<file path="src/rtl/vga_score_display.sv">
// vga_score_display: binary value -> sequential double-dabble BCD -> N-digit glyph overlay on the VGA colour stream
module vga_score_display #(
  parameter int          NUM_DIGITS = 6,
  parameter int          VALUE_W    = 20,
  parameter int          GLYPH_W    = 12,
  parameter int          GLYPH_H    = 17,
  parameter int          DIGIT_GAP  = 2,
  parameter int          X0         = 16,
  parameter int          Y0         = 8,
  parameter logic [11:0] FG_RGB     = 12'hFFF,
  parameter bit          BLANK_LZ   = 1'b1
) (
  input  logic               clk,
  input  logic               reset,
  input  logic [VALUE_W-1:0] value_in,
  input  logic               value_valid,
  output logic               value_ready,
  output logic               busy,
  input  logic [31:0]        x,
  input  logic [31:0]        y,
  input  logic [3:0]         background_red,
  input  logic [3:0]         background_green,
  input  logic [3:0]         background_blue,
  output logic [3:0]         red,
  output logic [3:0]         green,
  output logic [3:0]         blue
);
  localparam int PITCH = GLYPH_W + DIGIT_GAP;
  localparam int BW    = NUM_DIGITS * 4;
  localparam int CW    = $clog2(VALUE_W + 1);
  localparam int T     = 2;
  localparam int HM    = GLYPH_H / 2;

  typedef enum logic [1:0] {S_IDLE, S_SHIFT, S_COMMIT} state_t;

  state_t               r_state, w_next;
  logic [VALUE_W-1:0]   r_bin;
  logic [BW-1:0]        r_bcd, r_disp, w_adj;
  logic                 r_ovf;
  logic [CW-1:0]        r_cnt;
  logic [NUM_DIGITS-1:0] w_blank;
  logic                 w_run, w_in, w_blk, w_fg;
  logic [31:0]          w_dx, w_dy, w_d, w_col;
  logic [3:0]           w_digit;

  // Seven-segment-style glyph table: segment masks {g,f,e,d,c,b,a} mapped onto the GLYPH_W x GLYPH_H cell
  function automatic logic glyph_on(input logic [3:0] dig, input logic [31:0] row, input logic [31:0] col);
    logic [6:0] seg;
    logic hz, lf, rt, up, lo;
    case (dig)
      4'd0: seg = 7'h3F;
      4'd1: seg = 7'h06;
      4'd2: seg = 7'h5B;
      4'd3: seg = 7'h4F;
      4'd4: seg = 7'h66;
      4'd5: seg = 7'h6D;
      4'd6: seg = 7'h7D;
      4'd7: seg = 7'h07;
      4'd8: seg = 7'h7F;
      4'd9: seg = 7'h6F;
      default: seg = 7'h00;
    endcase
    hz = (col >= 32'(T)) && (col < 32'(GLYPH_W - T));
    lf = col < 32'(T);
    rt = col >= 32'(GLYPH_W - T);
    up = row <= 32'(HM);
    lo = row >= 32'(HM);
    return (seg[0] && hz && row < 32'(T)) ||
           (seg[1] && rt && up) ||
           (seg[2] && rt && lo) ||
           (seg[3] && hz && row >= 32'(GLYPH_H - T)) ||
           (seg[4] && lf && lo) ||
           (seg[5] && lf && up) ||
           (seg[6] && hz && row >= 32'(HM - 1) && row <= 32'(HM + 1));
  endfunction

  // FSM state register
  always_ff @(posedge clk or posedge reset)
    if (reset) r_state <= S_IDLE;
    else       r_state <= w_next;

  // FSM next state: SHIFT lasts exactly VALUE_W cycles, COMMIT one
  always_comb
    w_next = (r_state == S_IDLE)  ? (value_valid ? S_SHIFT : S_IDLE) :
             (r_state == S_SHIFT) ? ((r_cnt == CW'(VALUE_W - 1)) ? S_COMMIT : S_SHIFT) :
                                    S_IDLE;

  // FSM outputs
  always_comb begin
    value_ready = r_state == S_IDLE;
    busy        = r_state != S_IDLE;
  end

  // Add-3 correction on every nibble >= 5 before the shift
  always_comb begin
    w_adj = r_bcd;
    for (int k = 0; k < NUM_DIGITS; k++)
      w_adj[4*k +: 4] = (r_bcd[4*k +: 4] >= 4'd5) ? r_bcd[4*k +: 4] + 4'd3 : r_bcd[4*k +: 4];
  end

  // Conversion datapath; a bit shifted out of the top nibble means value >= 10^NUM_DIGITS
  always_ff @(posedge clk or posedge reset)
    if (reset) begin
      r_bin  <= '0;
      r_bcd  <= '0;
      r_ovf  <= 1'b0;
      r_cnt  <= '0;
      r_disp <= '0;
    end else if (r_state == S_IDLE) begin
      if (value_valid) begin
        r_bin <= value_in;
        r_bcd <= '0;
        r_ovf <= 1'b0;
        r_cnt <= '0;
      end
    end else if (r_state == S_SHIFT) begin
      r_bcd <= {w_adj[BW-2:0], r_bin[VALUE_W-1]};
      r_ovf <= r_ovf | w_adj[BW-1];
      r_bin <= r_bin << 1;
      r_cnt <= r_cnt + 1'b1;
    end else begin
      r_disp <= r_ovf ? {NUM_DIGITS{4'h9}} : r_bcd;
    end

  // Leading-zero blanking; digit 0 is the most significant nibble, the last digit is never blanked
  always_comb begin
    w_run   = 1'b1;
    w_blank = '0;
    for (int d = 0; d < NUM_DIGITS; d++) begin
      w_run      = w_run && (r_disp[4*(NUM_DIGITS-1-d) +: 4] == 4'd0);
      w_blank[d] = BLANK_LZ && w_run && (d < NUM_DIGITS - 1);
    end
  end

  // Pixel hit test: region, digit cell, gap column and glyph bit
  always_comb begin
    w_dx    = x - 32'(X0);
    w_dy    = y - 32'(Y0);
    w_in    = (x >= 32'(X0)) && (x < 32'(X0 + NUM_DIGITS * PITCH)) &&
              (y >= 32'(Y0)) && (y < 32'(Y0 + GLYPH_H));
    w_d     = w_dx / 32'(PITCH);
    w_col   = w_dx % 32'(PITCH);
    w_digit = '0;
    w_blk   = 1'b1;
    for (int d = 0; d < NUM_DIGITS; d++)
      if (w_d == 32'(d)) begin
        w_digit = r_disp[4*(NUM_DIGITS-1-d) +: 4];
        w_blk   = w_blank[d];
      end
    w_fg = w_in && (w_col < 32'(GLYPH_W)) && !w_blk && glyph_on(w_digit, w_dy, w_col);
  end

  // Registered colour mux
  always_ff @(posedge clk or posedge reset)
    if (reset) begin
      red   <= '0;
      green <= '0;
      blue  <= '0;
    end else begin
      red   <= w_fg ? FG_RGB[11:8] : background_red;
      green <= w_fg ? FG_RGB[7:4]  : background_green;
      blue  <= w_fg ? FG_RGB[3:0]  : background_blue;
    end
endmodule

</file>
<file path="config.mk">
export PLATFORM = sky130hd
export DESIGN_NAME = vga_score_display
export DESIGN_NICKNAME = d
export VERILOG_FILES = /design/src/rtl/vga_score_display.sv
export SDC_FILE = /design/constraint.sdc
export NUM_CORES = 1
export LEC_CHECK = 0
export BUFFER_PORTS_ARGS = -buffer_cell sky130_fd_sc_hd__buf_2
export CAP_MARGIN = 20
export CORE_ASPECT_RATIO = 1.1
export CORE_MARGIN = 5
export CORE_UTILIZATION = 60
export DETAILED_ROUTE_END_ITERATION = 10
export GPL_ROUTABILITY_DRIVEN = 1
export PLACE_DENSITY = 0.83
export SKIP_LAST_GASP = 1
export SLEW_MARGIN = 20
export SYNTH_ARGS = -nofsm -noshare
export SYNTH_HDL_FRONTEND = slang
export SYNTH_SLANG_ARGS = --single-unit
</file>
<file path="constraint.sdc">
create_clock -name clk -period 3.4 [get_ports clk]
set_input_delay 0.68 -clock clk [delete_from_list [all_inputs] [get_ports clk]]
set_output_delay 0.68 -clock clk [all_outputs]
set_load 0.05 [all_outputs]
</file>
==> flow_summary.toml, run 1 <==
[global_routing]
grt_max_degree = 52
grt_first_pass_wirelength_mm = 133
grt_pass1_vias = 22100
grt-ovfl-total = 96
grt_util_all_layers_pct = 76.9

[place]
io_buffers = 112
dp.cells = 2227
post-dp-hpwl_mm = 36.5
pre_cts_slack_ns = -10.86
gp_congestion = 1.06

[run_status]
stop_stage = "5_1_grt"
status = "aborted with a tool error"
tool.error = "[ERROR GRT-0116] Global routing finished with congestion. Check the congestion regions in the DRC Viewer."

[logic_synthesis]
async_reset_ff_share_pct = 100
ys_ff_latch = 88
syn_inst = 1494
yosysSeqAreaShare_pct = 19.4
synth_area_per_cell_um2 = 7.59
synth_enable_flop_cells = 0
syn_nets = 1617
synth_cell_types = 112
netlist_area_mm2 = 0.0113
yosys_most_used_dff = "dfrtp_1"
yosys_warnings = 0

[cts]
cts_max_level = 3
holdBufCountCts = 0
clockBufferDepth = 2
root_buffer = "clkbuf_16"
cts_buffers = 9
cts.sinks = 88

[die]
dieHeight_um = 154
ios = 113
rows = 52
die_x_um = 141
start_util_pct = 61.4
-- metal layers --
layer / GRT usage [%] / GRT overflow
met5: 19.2 / 0
met4: 81.6 / 46
met3: 63.9 / 4
met2: 91.6 / 45
met1: 75.4 / 1
-- stage by stage --
stage | area [um^2] | hold slack (ns) | utilization (%) | setup TNS [ns]
3_5_place_dp | 15600 | 0.475 | 84.5 | -129.81
3_3_place_gp | 15600 | 0.459 | 84.5 | -120.85
4_1_cts | 17300 | 0.445 | 93.9 | -114.95
2_1_floorplan | 11800 | 0.439 | - | -112.71
-- cell usage after synthesis (25+ instances only) --
master    instances  area share, %
nand3_1          86            3.8
o211ai_1         28            1.9
or3_1            25            1.4
inv_1            62            2.1
xor2_1           27            2.1
o31ai_1          28            1.9
o21ai_0          93            4.1
nor2_1          125            4.1
nand2_1         128            4.2
clkbuf_1         51            1.7
a21oi_1          75            3.3
xnor2_1          45            3.5
nand4_1          30            1.7
dfrtp_1          88             19
nor3_1           44            1.9
mux2i_1          36            3.2
nor4_1           37            2.0
-- kinds of logic after synthesis --
| family | Yosys count | share of synthesized area, % |
|---|---|---|
| flip-flops | 88 | 19.4 |
| AO/OA/AOI/OAI | 511 | 33.5 |
| multiplexers | 44 | 4.10 |
| buffers and inverters | 141 | 5.29 |
| adder cells (fa/ha/maj) | 27 | 2.93 |
| XOR/XNOR | 75 | 5.99 |
| AND/OR/NAND/NOR | 608 | 28.8 |
-- what timing repair did --
item / CTS
resized for setup: 199
gates cloned: 1
setup endpoints to repair: 12
buffers inserted: 51
pin swaps: 85
==> run 2, diff against run 1 <==
--- a/config.mk
+++ b/config.mk
@@ -7,12 +7,11 @@
 export LEC_CHECK = 0
 export BUFFER_PORTS_ARGS = -buffer_cell sky130_fd_sc_hd__buf_2
 export CAP_MARGIN = 20
-export CORE_ASPECT_RATIO = 1.1
 export CORE_MARGIN = 5
-export CORE_UTILIZATION = 60
+export CORE_UTILIZATION = 40
 export DETAILED_ROUTE_END_ITERATION = 10
 export GPL_ROUTABILITY_DRIVEN = 1
-export PLACE_DENSITY = 0.83
+export PLACE_DENSITY_LB_ADDON = 0.15
 export SKIP_LAST_GASP = 1
 export SLEW_MARGIN = 20
 export SYNTH_ARGS = -nofsm -noshare
==> run 2 against run 1 <==
Compared with the run above: the flow now finishes, with violations (negative setup slack); synthesized cell count unchanged; synthesized area unchanged.
==> flow_summary.toml, run 2 <==
[run_status]
status = "finished with violations"
violations = "negative setup slack"

[logic_synthesis]
synth_top_area_cell = "dfrtp_1"
synth_area_per_cell_um2 = 7.59
synthTopCellsByCount = "nand2_1, nor2_1, o21ai_0"
async_reset_ff_share_pct = 100
yosys_most_used_dff = "dfrtp_1"
yosysMostFrequentCell = "nand2_1"
synth_top_area_share_pct = 19.4
ys_ff_latch = 88
netlist_area_mm2 = 0.0113
syn_inst = 1494
yosysSeqAreaShare_pct = 19.4
syn_nets = 1617
synth_enable_flop_cells = 0
yosys_warnings = 0
synth_cell_types = 112
synthTopCellsByArea = "dfrtp_1, nand2_1, nor2_1"

[worst_hold_path]
min_path_type = "in -> async"

[die]
dieHeight_um = 178
die_x_um = 178
ios = 113
core_area_mm2 = 0.0279
start_util_pct = 40.7
dieArea_mm2 = 0.0318
rows = 61

[cts]
cts_tree = "built"
cts.sinks = 88
holdBufCountCts = 0
cts_buffers = 9
insertion_delay_ns = 0.34
cts_max_level = 3
path_clk_slew_ns = 0.06
root_buffer = "clkbuf_16"
clockBufferDepth = 2

[power_and_ir_drop]
power.density_mw_per_mm2 = 1110
finalPower_mw = 20.2
peakVddDrop_uv = 894
power_leakage_nw = 7.62

[global_routing]
busiest_layer = "met2"
use_met2_pct = 41.8
grt_pass1_vias = 13700
antenna_found_initial = 7
grt_max_degree = 52
met1_usage_pct = 38.2
grt_first_pass_wirelength_mm = 69.5
grt-ovfl-total = 0
grt_util_all_layers_pct = 26.4
met3_usage_pct = 3.05

[timing]
timing.fmax_mhz = 76.1
relSlewSlack_pct = 44.9
drv_slew = 0
whs_ns = 0.440
worstMarginPinSlew_ns = 0.827
min_period_ns = 13.13
hold_viol = 0
rsz0062_at_grt = "true"
setup_tns_ns = -116.56
setup_ws_ns = -9.73
skew_ns = 0.00619
setup_viol = 12
finalCritPeriodShare_pct = 386

[routing]
drtPass1Iterations = 6
viasPerCell = 5.90
drc = 0
antenna_left = 0
wl_per_cell_um = 18.0
vias = 14600
drt_iter0_drc = 1304
drt-total-wl_mm = 44.4

[cells_and_area]
final_common_cell = "buf_4"
layout_common_cells = "buf_4, nand2_1, nor2_1, buf_2, dfrtp_1"
drive_gt1_share_pct = 47.1
nets = 2205
reg.largest.list = "r_bcd: 24 flops, r_disp: 24 flops, r_bin: 20 flops"
area_growth_pct = 60.6

[critical_path]
crit_path_max_incr_delay_ns = 0.57
reg2reg_setup_slack_ns = 0.58
worstPathRequired_ns = 3.61
crit_path_frequent_cell = "buf_4"
cp.arrival_ns = 13.35
reg2reg_depth = 16
rr_endpoint = "green[3]"
cpMaxStageDelayCell = "or4_4"
crit_path_end_kind = "register"
critical_path.max_fanout = 9
worstSetupPathType = "in -> reg"
startpoint_type = "input port"
r2r_start = "r_disp[20]"

[job]
max_cap_viol_count = 0

[place]
gp_congestion = 0.953
post-dp-hpwl_mm = 33.7
io_buffers = 112
==> run 2: layout make-up <==
cell class,count,area (um^2)
multi-input cells,1265,10200
repair buffers,655,4810
fillers,2381,9650
inverters,63,248
flip-flops and latches,88,2200
clock inverters,6,41.3
well taps,378,473
diodes,6,15.0
clock buffers,10,239
==> run 2: cell families after synthesis <==
| kind of cell | Yosys count | share of synthesized area, % |
|---|---|---|
| AO/OA/AOI/OAI | 511 | 33.5 |
| XOR/XNOR | 75 | 5.99 |
| adder cells (fa/ha/maj) | 27 | 2.93 |
| buffers and inverters | 141 | 5.29 |
| flip-flops | 88 | 19.4 |
| multiplexers | 44 | 4.10 |
| AND/OR/NAND/NOR | 608 | 28.8 |
==> run 2: stage by stage <==
step | utilization, % | instance area (um^2) | setup slack [ns] | instances
detailed placement | 57.1 | 15900 | -10.47 | 2377
global route | 65.4 | 18200 | -10.24 | 2471
global placement | 57.1 | 15900 | -10.29 | 2377
CTS | 62.0 | 17300 | -9.41 | 2426
finish | 65.4 | 18200 | -9.73 | 2471
floorplan | - | 11800 | -9.42 | 1494
==> run 2: worst max-delay path by stage <==
stage | cells after the start | from | endpoint
6_report | 63 | x[12] | green[3]
3_3_place_gp | 57 | x[5] | green[3]
3_5_place_dp | 55 | x[5] | green[3]
5_1_grt | 67 | x[5] | green[3]
2_1_floorplan | 59 | x[9] | blue[0]
4_1_cts | 59 | x[12] | blue[1]
==> run 2: critical path, delay by kind of cell <==
| kind | cells | cell delay [ns] |
|---|---|---|
| compound gates | 32 | 6.81 |
| fa+ha+maj | 1 | 0.19 |
| buf+inv | 15 | 2.03 |
| mux | 2 | 0.69 |
| simple gates | 13 | 2.93 |
==> run 2: layer usage <==
metal	share of wire (%)	wire, um
met1	46	20300
met2	47	20800
met3	5.7	2530
met4	1.7	772
met5	0.025	11
==> run 2: power breakdown <==
group / switching (mW) / internal [mW] / total, mW
clock network: 0.419 / 0.518 / 0.937
registers: 0.419 / 1.44 / 1.85
logic: 8.88 / 8.54 / 17.4
total: 9.72 / 10.5 / 20.2
==> run 2: repair_timing <==
item	CTS	global route
gates cloned	1	0
setup buffers	32	40
endpoints found under the hold margin	0	0
endpoints found under the setup margin	12	12
pin swaps	54	71
resized for setup	168	116
(Power assumes the default switching activity.)
